$ cat config.mk
export PLATFORM = sky130hd
export DESIGN_NAME = loadstore_unit
export DESIGN_NICKNAME = d
export VERILOG_FILES = /design/src/rtl/riscv_pkg.sv /design/src/rtl/load_extend.sv /design/src/rtl/loadstore_unit.sv
export SDC_FILE = /design/constraint.sdc
export NUM_CORES = 1
export LEC_CHECK = 0
export BUFFER_PORTS_ARGS = -buffer_cell sky130_fd_sc_hd__buf_4
export CAP_MARGIN = 20
export CORE_ASPECT_RATIO = 0.6
export CORE_UTILIZATION = 41
export DETAILED_ROUTE_END_ITERATION = 12
export PLACE_DENSITY_LB_ADDON = 0.08
export SLEW_MARGIN = 40
export SYNTH_ARGS = -nofsm -noshare
export SYNTH_HDL_FRONTEND = slang
export SYNTH_SLANG_ARGS = --single-unit
export TNS_END_PERCENT = 50
$ cat constraint.sdc
create_clock -name clk -period 4.38 [get_ports clk]
set_input_delay 0.876 -clock clk [delete_from_list [all_inputs] [get_ports clk]]
set_output_delay 0.876 -clock clk [all_outputs]
set_load 0.02 [all_outputs]
$ cat src/rtl/riscv_pkg.sv
// Shared RISC-V memory-access encodings and load/store FSM state type.
// Also imported by the instruction decoder so MemType values stay in one place.
package riscv_pkg;

    typedef enum logic [1:0] {
        MemWord    = 2'b00,
        MemByte    = 2'b01,
        MemHalf    = 2'b10,
        MemWordAlt = 2'b11
    } mem_type_e;

    typedef enum logic [1:0] {
        StIdle,
        StReq,
        StWait,
        StDone
    } lsu_state_e;

    // Byte accesses can never be misaligned; type 11 behaves as a word.
    function automatic logic is_misaligned(input logic [1:0] mtype, input logic [1:0] offset);
        logic w_mis;
        unique case (mem_type_e'(mtype))
            MemByte: w_mis = 1'b0;
            MemHalf: w_mis = offset[0];
            default: w_mis = (offset != 2'b00);
        endcase
        return w_mis;
    endfunction

endpackage

$ cat src/rtl/load_extend.sv
// Selects the addressed byte/half lane of a read word and sign- or zero-extends it.
module load_extend
    import riscv_pkg::*;
#(
    parameter int unsigned DATA_WIDTH = 32
) (
    input  logic [DATA_WIDTH-1:0] i_word,
    input  logic [1:0]            i_offset,
    input  logic [1:0]            i_type,
    input  logic                  i_zero_ext,
    output logic [DATA_WIDTH-1:0] o_data
);

    logic [7:0]  w_byte;
    logic [15:0] w_half;
    logic        w_fill;

    assign w_byte = i_word[{i_offset, 3'b000} +: 8];
    assign w_half = i_word[{i_offset[1], 4'b0000} +: 16];

    always_comb begin
        w_fill = 1'b0;
        o_data = i_word;
        unique case (mem_type_e'(i_type))
            MemByte: begin
                w_fill = ~i_zero_ext & w_byte[7];
                o_data = {{(DATA_WIDTH - 8){w_fill}}, w_byte};
            end
            MemHalf: begin
                w_fill = ~i_zero_ext & w_half[15];
                o_data = {{(DATA_WIDTH - 16){w_fill}}, w_half};
            end
            default: o_data = i_word;
        endcase
    end

endmodule

$ cat src/rtl/loadstore_unit.sv
// Load/store unit: one outstanding access, request/grant then rvalid handshake,
// lane steering for sub-word stores and extension for sub-word loads.
module loadstore_unit
    import riscv_pkg::*;
#(
    parameter int unsigned DATA_WIDTH = 32,
    parameter int unsigned ADDR_WIDTH = 32
) (
    input  logic                  clk,
    input  logic                  rst,
    input  logic                  MemRead_i,
    input  logic                  MemWrite_i,
    input  logic [1:0]            MemType_i,
    input  logic                  MemSign_i,
    input  logic [ADDR_WIDTH-1:0] Addr_i,
    input  logic [DATA_WIDTH-1:0] WriteData_i,
    output logic                  Stall_o,
    output logic [DATA_WIDTH-1:0] ReadData_o,
    output logic                  Done_o,
    output logic                  Misalign_o,
    output logic                  MemReq_o,
    output logic                  MemWe_o,
    output logic [ADDR_WIDTH-1:0] MemAddr_o,
    output logic [DATA_WIDTH-1:0] MemWData_o,
    output logic [3:0]            MemBe_o,
    input  logic                  MemGnt_i,
    input  logic                  MemRValid_i,
    input  logic [DATA_WIDTH-1:0] MemRData_i
);

    lsu_state_e            r_state;
    lsu_state_e            w_next;
    logic [ADDR_WIDTH-1:0] r_addr;
    logic [1:0]            r_type;
    logic                  r_sign;
    logic [DATA_WIDTH-1:0] r_wdata;
    logic                  r_we;
    logic                  r_misalign;
    logic [DATA_WIDTH-1:0] r_rdata;

    logic                  w_req;
    logic                  w_misalign;
    logic [DATA_WIDTH-1:0] w_load;

    assign w_req      = MemRead_i | MemWrite_i;
    assign w_misalign = is_misaligned(MemType_i, Addr_i[1:0]);

    load_extend #(
        .DATA_WIDTH (DATA_WIDTH)
    ) u_load_extend (
        .i_word     (MemRData_i),
        .i_offset   (r_addr[1:0]),
        .i_type     (r_type),
        .i_zero_ext (r_sign),
        .o_data     (w_load)
    );

    always_ff @(posedge clk) begin
        if (rst) begin
            r_state <= StIdle;
        end else begin
            r_state <= w_next;
        end
    end

    always_comb begin
        w_next = r_state;
        unique case (r_state)
            StIdle:  if (w_req) w_next = w_misalign ? StDone : StReq;
            StReq:   if (MemGnt_i) w_next = r_we ? StDone : StWait;
            StWait:  if (MemRValid_i) w_next = StDone;
            StDone:  w_next = StIdle;
            default: w_next = StIdle;
        endcase
    end

    // Write wins when both request lines are high.
    always_ff @(posedge clk) begin
        if (rst) begin
            r_addr     <= '0;
            r_type     <= '0;
            r_sign     <= 1'b0;
            r_wdata    <= '0;
            r_we       <= 1'b0;
            r_misalign <= 1'b0;
            r_rdata    <= '0;
        end else begin
            if (r_state == StIdle && w_req) begin
                r_addr     <= Addr_i;
                r_type     <= MemType_i;
                r_sign     <= MemSign_i;
                r_wdata    <= WriteData_i;
                r_we       <= MemWrite_i;
                r_misalign <= w_misalign;
                if (w_misalign) begin
                    r_rdata <= '0;
                end
            end
            if (r_state == StWait && MemRValid_i) begin
                r_rdata <= w_load;
            end
        end
    end

    always_comb begin
        Stall_o    = 1'b0;
        Done_o     = 1'b0;
        Misalign_o = 1'b0;
        MemReq_o   = 1'b0;
        MemWe_o    = 1'b0;
        MemBe_o    = 4'b0000;
        unique case (r_state)
            StIdle: Stall_o = w_req;
            StReq: begin
                Stall_o  = 1'b1;
                MemReq_o = 1'b1;
                MemWe_o  = r_we;
                unique case (mem_type_e'(r_type))
                    MemByte: MemBe_o = 4'b0001 << r_addr[1:0];
                    MemHalf: MemBe_o = 4'b0011 << {r_addr[1], 1'b0};
                    default: MemBe_o = 4'b1111;
                endcase
            end
            StWait: Stall_o = 1'b1;
            StDone: begin
                Done_o     = 1'b1;
                Misalign_o = r_misalign;
            end
            default: Stall_o = 1'b0;
        endcase
    end

    always_comb begin
        MemWData_o = r_wdata;
        unique case (mem_type_e'(r_type))
            MemByte: MemWData_o = {(DATA_WIDTH / 8){r_wdata[7:0]}};
            MemHalf: MemWData_o = {(DATA_WIDTH / 16){r_wdata[15:0]}};
            default: MemWData_o = r_wdata;
        endcase
    end

    assign MemAddr_o  = {r_addr[ADDR_WIDTH-1:2], 2'b00};
    assign ReadData_o = r_rdata;

endmodule

Word level (Yosys, flattened, before mapping)

Cells that the tools add are included.
Widths: inputs -> output; s select.

Output and inout bits: 105
Input port bits: 105
Register bits: 103
Word-level logic and storage cells: 54

Shift-type cells: 4
Bitwise gates (word level): 4
Multiplexer cells: 19
Reduce and logical (&&, ||, !) cells: 9
Equality and inequality tests: 10

Operators by type and width:

| kind                | count |
|---|---|
| $pmux 32 s2         | 2 |
| $mux 32             | 3 |
| $shiftx 32x6->16    | 1 |
| $shiftx 32x6->8     | 1 |
| $eq 2x2->1 const B  | 4 |
| $mux 2              | 4 |
| $pmux 2 s4          | 1 |
| $pmux 4 s2          | 1 |
| $eq 2x1->1 const B  | 3 |
| $ne 2x2->1 const B  | 3 |
| $reduce_bool 2->1   | 3 |
| $mux 1              | 5 |
| $mux 4              | 1 |
| $pmux 1 s2          | 2 |
| $shl 1x2->4 const A | 1 |
| $shl 2x2->4 const A | 1 |
| $reduce_and 3->1    | 1 |
| $and 1x1->1         | 2 |
| $logic_and 1x1->1   | 2 |
| $logic_not 2->1     | 1 |
| $reduce_and 2->1    | 1 |
| $reduce_or 2->1     | 1 |
| $not 1->1           | 1 |
| $or 1x1->1          | 1 |

Logic depth before layout (Yosys ltp)

Gate-level depths: netlist of run 1.

Depth after elaboration: 5
Gate-level depth with buffers: 8
Gate-level depth less buffers: 6

Hierarchy

Synthesis of run 1 repeated with hierarchy kept, for this count alone.

Cells, all modules: 638
Area, all modules: 5051.1 µm²

By module, submodules not included:

| module         | area an instance (µm²) | seq. area each (µm²) | cells an instance | times used |
|---|---|---|---|---|
| loadstore_unit | 4381.7                 | 2062.0               | 530               | 1 |
| load_extend    | 669.4                  | 0.0                  | 108               | 1 |

Worst setup path after synthesis of run 1

OpenSTA, ideal clock, no wires.

Kind: input port to output port
From: input port MemWrite_i
To: output port Stall_o
Path slack: 1718 ps
Cell stages on the path: 6
Required time: 3504 ps
Path buffers: 2
Data arrival time: 1786 ps
Path through: nor2_1 > nor2b_1 > clkbuf_1 > clkbuf_1 > nor2_1 > nor2_1

Longest elaborated chain between the ends: 2

RTL lines:

| element            | line                  | RTL |
|---|---|---|
| start: declaration | loadstore_unit.sv:12  | `input logic MemWrite_i,` |
| $or 1x1->1         | loadstore_unit.sv:45  | `assign w_req = MemRead_i \| MemWrite_i;` |
| $pmux 1 s2         | loadstore_unit.sv:112 | `unique case (r_state)` |
| end: declaration   | loadstore_unit.sv:17  | `output logic Stall_o,` |

No other way between the ends.

Worst setup path in the final report of run 1

From: register r_type[0]
To: output port MemBe_o[0]

Longest elaborated chain between the ends: 3
Elaborated cells on any way between the ends: 4
Classes of those cells: eq/ne (2); mux (2)

RTL lines:

| element                                  | line                  | RTL |
|---|---|---|
| start: declaration                       | loadstore_unit.sv:34  | `logic [1:0] r_type;` |
| start signal: assignment                 | loadstore_unit.sv:90  | `r_type <= MemType_i;` |
| $eq 2x2->1 or $eq 2x1->1 (tied branches) | loadstore_unit.sv:118 | `unique case (mem_type_e'(r_type))` |
| $pmux 4 s2 (*)                           | loadstore_unit.sv:118 |  |
| $mux 4 (*)                               | loadstore_unit.sv:112 |  |
| end: declaration                         | loadstore_unit.sv:25  | `output logic [3:0] MemBe_o,` |

Every way passes the cells marked *; elsewhere a longest branch is shown, timed or not.

==> results.cfg, run 1 <==
[synth]
synth_cell_types = 36
synth_seq_cells = 103
syn_area_sq_mm = 0.00477
ys.warnings.count = 0
async_reset_ff_share_pct = 0
synth_cells = 611
synth_most_common_cell = nand2_1
synthTopCellsByArea = dfxtp_1 (43%), nand2_1 (15%), a21oi_1 (9.0%)
yosysTopAreaCell = dfxtp_1
synth_edf_count = 0
synth.avg_cell_area_sq_um = 7.81
synth_commonest_cells = nand2_1 (185), dfxtp_1 (103), a21oi_1 (86)
ys.flop_type = dfxtp_1
synth_top_area_share_pct = 43.2
ys_seq_area_share_pct = 43.2

[die]
die_w_microns = 141
ios = 210
dieArea_sq_mm = 0.0121
start_util_pct = 42.1
rows = 30
dieHeight_microns = 85.6
core_sq_mm = 0.0113

[worst_setup_path]
rr_endpoint = ReadData_o[2]$_SDFFE_PP0P_
cp_slowest_cell = ha_1
cp_cell_sequence = inv_1 -> ha_1 -> or2_1 -> a2bb2oi_2 -> and2_1 -> buf_4
critPathMaxFanout = 26
path_depth = 6
critPathTopFamily = adder cells
worstReg2RegStart = r_type[0]$_SDFFE_PP0P_
ff2ff_path_depth = 6
critPathMaxStageDelay_ns = 0.77
endpoint_kind = output pin
reg2reg_slack_ns = 1.91
startpoint = r_type[0]$_SDFFE_PP0P_
path_class = reg2out
path_buf_inv = 2
required_ns = 3.50
crit_end = MemBe_o[0]
critPathArrivalTime_ns = 2.61
start_kind = flop

[detailed_routing]
met1_length_microns = 6800
vias = 4603
post-route-drc-count = 0
met2_length_microns = 5920
drtPass1Iterations = 7
wl_microns = 14100
viasPerCell = 5.03
top_layer = met4
drt_iter0_drc = 314
wl_per_cell_microns = 15.4
met3_length_microns = 1310
detail-route-antenna-nets = 0

[power]
netSwitchingFraction_pct = 40.3
static-leakage-power_nw = 2.95
power.density_mw_per_mm2 = 572
p_clk_share_pct = 22.5
intPower_w = 0.00218
p_seq_share_pct = 34.9
p_switching_w = 0.00148
peakVddDrop_v = 0.000444
pwr-share-comb_pct = 42.6

[timing]
maxSlewViolCount = 0
fin_ws_ns = 0.891
tightest_slew_ns = 0.775
fin_crit_sh_pct = 79.7
period_needed_ns = 3.49
setup-violations-final = 0
hold_viol_final = 0
fin_skew_ns = 0.00919
setup_tns_ns = 0
grt_setup_unrepaired = no
relSlewSlack_pct = 48.1
max_freq_mhz = 287

[finish]
regArea_sq_mm = 0.00206
nets = 863
drive_gt1_share_pct = 32.1
fill_cells = 1130
multi_input_area_sq_mm = 0.00219
diodes = 0
area_growth_pct = 34.0

[placement]
place_ws_ns = 1.25
hpwlAfterDp_microns = 10400
gp_congestion = 0.849
portBuffers = 207

[job]
drv_cap = 0

[grt]
grt_pass1_vias = 4196
grt_max_degree = 74
antenna_found_initial = 0
grt_pass1_wl_microns = 21900
track_usage_pct = 23.0
grt_overflow_total = 0

[clock_tree]
clock_latency_ns = 0.34
cts_tree = yes
postCtsSetupBuffers = 0
cts_made_buffers = 9
clkTransAtPathRegs_ns = 0.07
clock_path_buffers = 2
cts_sinks = 103
htreeDepth = 3
cts_resized = 0
ctsHoldBuffers = 0
cts-root-buf = clkbuf_16

[worst_hold_path]
min_path_type = reg2reg
min_from = r_wdata[20]$_SDFFE_PP0P_
worst_hold_path.num_cells = 2

[status]
status = finished clean
==> sequential cells by signal, summed over array words and instances (netlist names) <==
signal,flops
ReadData_o,32
r_addr,32
r_misalign,1
r_sign,1
r_state,2
r_type,2
r_wdata,32
r_we,1
==> cell type report <==
type	instances	share of cell area (%)
well taps	160	3.13
inverters	16	0.939
flip-flops and latches	103	32.2
clock inverters	7	1.23
repair buffers	211	24.8
clock buffers	9	3.52
multi-input cells	409	34.2
==> kinds of logic after synthesis <==
logic type,Yosys count,synth area share [%]
AOI/OAI and AO/OA,181,23.6
buffers and inverters,100,11.6
DFF,103,43.2
other,1,0.0785
adders and majority gates,8,2.10
muxes,10,2.41
and+or+nand+nor,208,17.1
==> cells in the final DEF, fill, tap and decap left out, drive strengths merged <==
| master | n |
|---|---|
| clkinvlp | 2 |
| a2bb2oi | 1 |
| o211a | 1 |
| o21ai | 36 |
| and2b | 1 |
| a21boi | 2 |
| nor2 | 9 |
| nand3b | 1 |
| or2 | 2 |
| a22o | 16 |
| a2111o | 1 |
| dfxtp | 103 |
| nand2 | 185 |
| mux2i | 1 |
| a21oi | 86 |
| inv | 19 |
| nor3 | 2 |
| a221oi | 1 |
| mux2 | 9 |
| and2 | 6 |
| o211ai | 1 |
| nor2b | 2 |
| o31a | 1 |
| clkbuf | 9 |
| conb | 2 |
| a22oi | 25 |
| buf | 211 |
| a211oi | 1 |
| clkinv | 1 |
| a222oi | 9 |
| bufinv | 1 |
| ha | 8 |
==> worst min path at each step <==
stage                                     endpoint  slack, ns
after floorplan                  r_we$_SDFFE_PP0P_       0.43
after global placement           r_we$_SDFFE_PP0P_       0.44
after detailed placement  r_wdata[20]$_SDFFE_PP0P_       0.45
after CTS                 r_wdata[20]$_SDFFE_PP0P_       0.46
after global routing       r_addr[30]$_SDFFE_PP0P_       0.47
final                     r_wdata[20]$_SDFFE_PP0P_       0.46
==> worst min-delay path, stage by stage (launching register included) <==
cell     delay, ns
dfxtp_1       0.31
nand2_1       0.05
a21oi_1       0.05
==> metrics by stage <==
stage	util [%]	hold slack (ns)	power [W]	area, sq um	instances
after floorplan	-	0.432	0.00236	4780	612
after global placement	53.7	0.441	0.00283	6090	899
after detailed placement	53.7	0.447	0.00286	6090	899
after CTS	56.4	0.458	0.00368	6400	915
after global routing	56.4	0.474	0.00389	6400	915
final	56.4	0.457	0.00366	6400	915
==> power groups by stage <==
stage	combinational [W]	clock (W)	sequential, W
2_1_floorplan	0.00108	0	0.00128
3_3_place_gp	0.00154	0	0.00129
3_5_place_dp	0.00156	0	0.00130
4_1_cts	0.00156	0.000841	0.00128
5_1_grt	0.00170	0.000883	0.00130
6_report	0.00156	0.000822	0.00128
==> layer usage <==
layer | vias up | global-route usage, %
met3 | 5 | 6.76
met1 | 2116 | 33.7
met4 | 0 | 3.75
li1 | 2301 | -
met5 | - | 0
met2 | 181 | 33.6
Note: power is estimated with default switching activity, not from simulation.
==> run 2: changes to the inputs <==
==> constraint.sdc (replaced) <==
create_clock -name clk -period 3.5 [get_ports clk]
set_input_delay 0.7 -clock clk [delete_from_list [all_inputs] [get_ports clk]]
set_output_delay 0.7 -clock clk [all_outputs]
set_load 0.02 [all_outputs]
==> run 2 against run 1 <==
Effect of this change:
- wire length is 1.5% higher
- clock skew is 0.0029 ns lower
- design area is 0.31% higher
- flip-flop and latch count stayed put
- register-to-register slack worse by 0.62 ns
- setup slack worse by 0.31 ns
- critical endpoint is now MemWData_o[15]
==> results.cfg, run 2 (same netlist as run 1, synthesis figures left out) <==
[finish]
fill_cells = 1105
drive_gt1_share_pct = 32.3
final_cell_mix = buf_4 (214), nand2_1 (185), dfxtp_1 (103)
nets = 866
finalInstanceArea_sq_mm = 0.00642
diodes = 0
final_common_cell = buf_4
area_growth_pct = 34.4

[timing]
tightest_slew_ns = 0.754
setup-violations-final = 0
fin_skew_ns = 0.00629
fin_crit_sh_pct = 83.3
hold_viol_final = 0
relSlewSlack_pct = 49.7
maxSlewViolCount = 0
max_freq_mhz = 343
grt_setup_unrepaired = no
setup_tns_ns = 0
period_needed_ns = 2.92

[worst_setup_path]
crit_end = MemWData_o[15]
endpoint_kind = output pin
path_class = reg2out
start_kind = flop
worstReg2RegStart = r_addr[1]$_SDFFE_PP0P_
critPathMaxFanout = 33
reg2reg_slack_ns = 1.29
required_ns = 2.80
critPathArrivalTime_ns = 2.22
startpoint = r_type[0]$_SDFFE_PP0P_
ff2ff_path_depth = 4
rr_endpoint = ReadData_o[22]$_SDFFE_PP0P_

[die]
dieArea_sq_mm = 0.0121
ios = 210
dieHeight_microns = 85.6
rows = 30
start_util_pct = 42.1
core_sq_mm = 0.0113
die_w_microns = 141

[detailed_routing]
wl_microns = 14300
detail-route-antenna-nets = 0
vias = 4625
viasPerCell = 5.04
drt_iter0_drc = 312
drtPass1Iterations = 5
wl_per_cell_microns = 15.6
post-route-drc-count = 0

[grt]
grt_max_degree = 71
grt_pass1_wl_microns = 22500
grt_overflow_total = 0
grt_pass1_vias = 4141
grt_use_met2_pct = 33.7
grt.met3_usage_pct = 6.92
grt_use_met1_pct = 35.6
antenna_found_initial = 0
track_usage_pct = 23.8
busiest_layer = met1

[clock_tree]
clkTransAtPathRegs_ns = 0.07
postCtsSetupBuffers = 0
cts_resized = 0
cts_sinks = 103
cts_tree = yes
clock_latency_ns = 0.34
cts_made_buffers = 9
clock_path_buffers = 2
ctsHoldBuffers = 0
cts-root-buf = clkbuf_16
htreeDepth = 3

[power]
peakVddDrop_v = 0.000504
p_seq_share_pct = 34.8
p_switching_w = 0.00184
netSwitchingFraction_pct = 40.1
p_clk_share_pct = 22.2
static-leakage-power_nw = 2.96
intPower_w = 0.00275
pwr-share-comb_pct = 43.0
power.density_mw_per_mm2 = 714

[worst_hold_path]
min_path_type = reg2reg

[placement]
portBuffers = 207
gp_congestion = 0.858
hpwlAfterDp_microns = 10400
dpl_cell_area_sq_mm = 0.00612

[job]
drv_cap = 0

[status]
status = finished clean
-- run 2: cell types whose count changed in the layout (fill, tap and decap cells not counted), sizes merged --
cell,previous run,this run
inv,19,16
clkbuf,9,11
buf,211,214
clkinvlp,2,3
-- run 2: layout make-up --
cell class | instances | area, sq um | share of cell area (%)
inverter | 16 | 60.1 | 0.936
clock inverter | 5 | 57.6 | 0.897
tap | 160 | 200 | 3.12
multi-input combinational | 409 | 2190 | 34.1
sequential | 103 | 2060 | 32.1
clock buffer | 11 | 243 | 3.78
timing repair buffer | 214 | 1610 | 25.0
-- run 2: layer usage --
layer	part of all wire (%)	vias to the layer above
met5	0	-
met4	0.57	0
met3	9.3	7
met2	41	174
met1	49	2140
li1	-	2304
-- run 2: how the worst min path moves through the flow --
stage                           start                      to  cells past startpoint
6_report       r_addr[7]$_SDFFE_PP0P_  r_addr[7]$_SDFFE_PP0P_                      2
3_5_place_dp   r_addr[7]$_SDFFE_PP0P_  r_addr[7]$_SDFFE_PP0P_                      2
3_3_place_gp        r_we$_SDFFE_PP0P_       r_we$_SDFFE_PP0P_                      2
2_1_floorplan       r_we$_SDFFE_PP0P_       r_we$_SDFFE_PP0P_                      2
4_1_cts        r_addr[7]$_SDFFE_PP0P_  r_addr[7]$_SDFFE_PP0P_                      2
5_1_grt        r_addr[7]$_SDFFE_PP0P_  r_addr[7]$_SDFFE_PP0P_                      2
-- run 2: critical path, stage by stage, from the launching register on --
cell and delay (ns):
dfxtp_1 0.35, inv_1 0.05, ha_1 0.33, buf_4 0.24, nor2b_1 0.48, a22o_1 0.26, buf_4 0.15
-- run 2: power groups by stage --
stage               clock (W)  sequential [W]  combinational [W]
global placement            0         0.00161            0.00194
global route          0.00108         0.00163            0.00214
floorplan                   0         0.00160            0.00135
detailed placement          0         0.00162            0.00197
finish                0.00102         0.00160            0.00197
CTS                   0.00104         0.00159            0.00198
-- run 2: per-stage QoR --
| stage | power, W | cells | hold WS [ns] | setup slack [ns] | utilization [%] |
|---|---|---|---|---|---|
| 5_1_grt | 0.00486 | 918 | 0.472 | 0.436 | 56.6 |
| 3_5_place_dp | 0.00359 | 902 | 0.447 | 0.958 | 54.0 |
| 3_3_place_gp | 0.00355 | 902 | 0.440 | 0.835 | 53.9 |
| 4_1_cts | 0.00460 | 918 | 0.457 | 0.583 | 56.6 |
| 6_report | 0.00458 | 918 | 0.456 | 0.585 | 56.6 |
| 2_1_floorplan | 0.00295 | 612 | 0.432 | 1.08 | - |
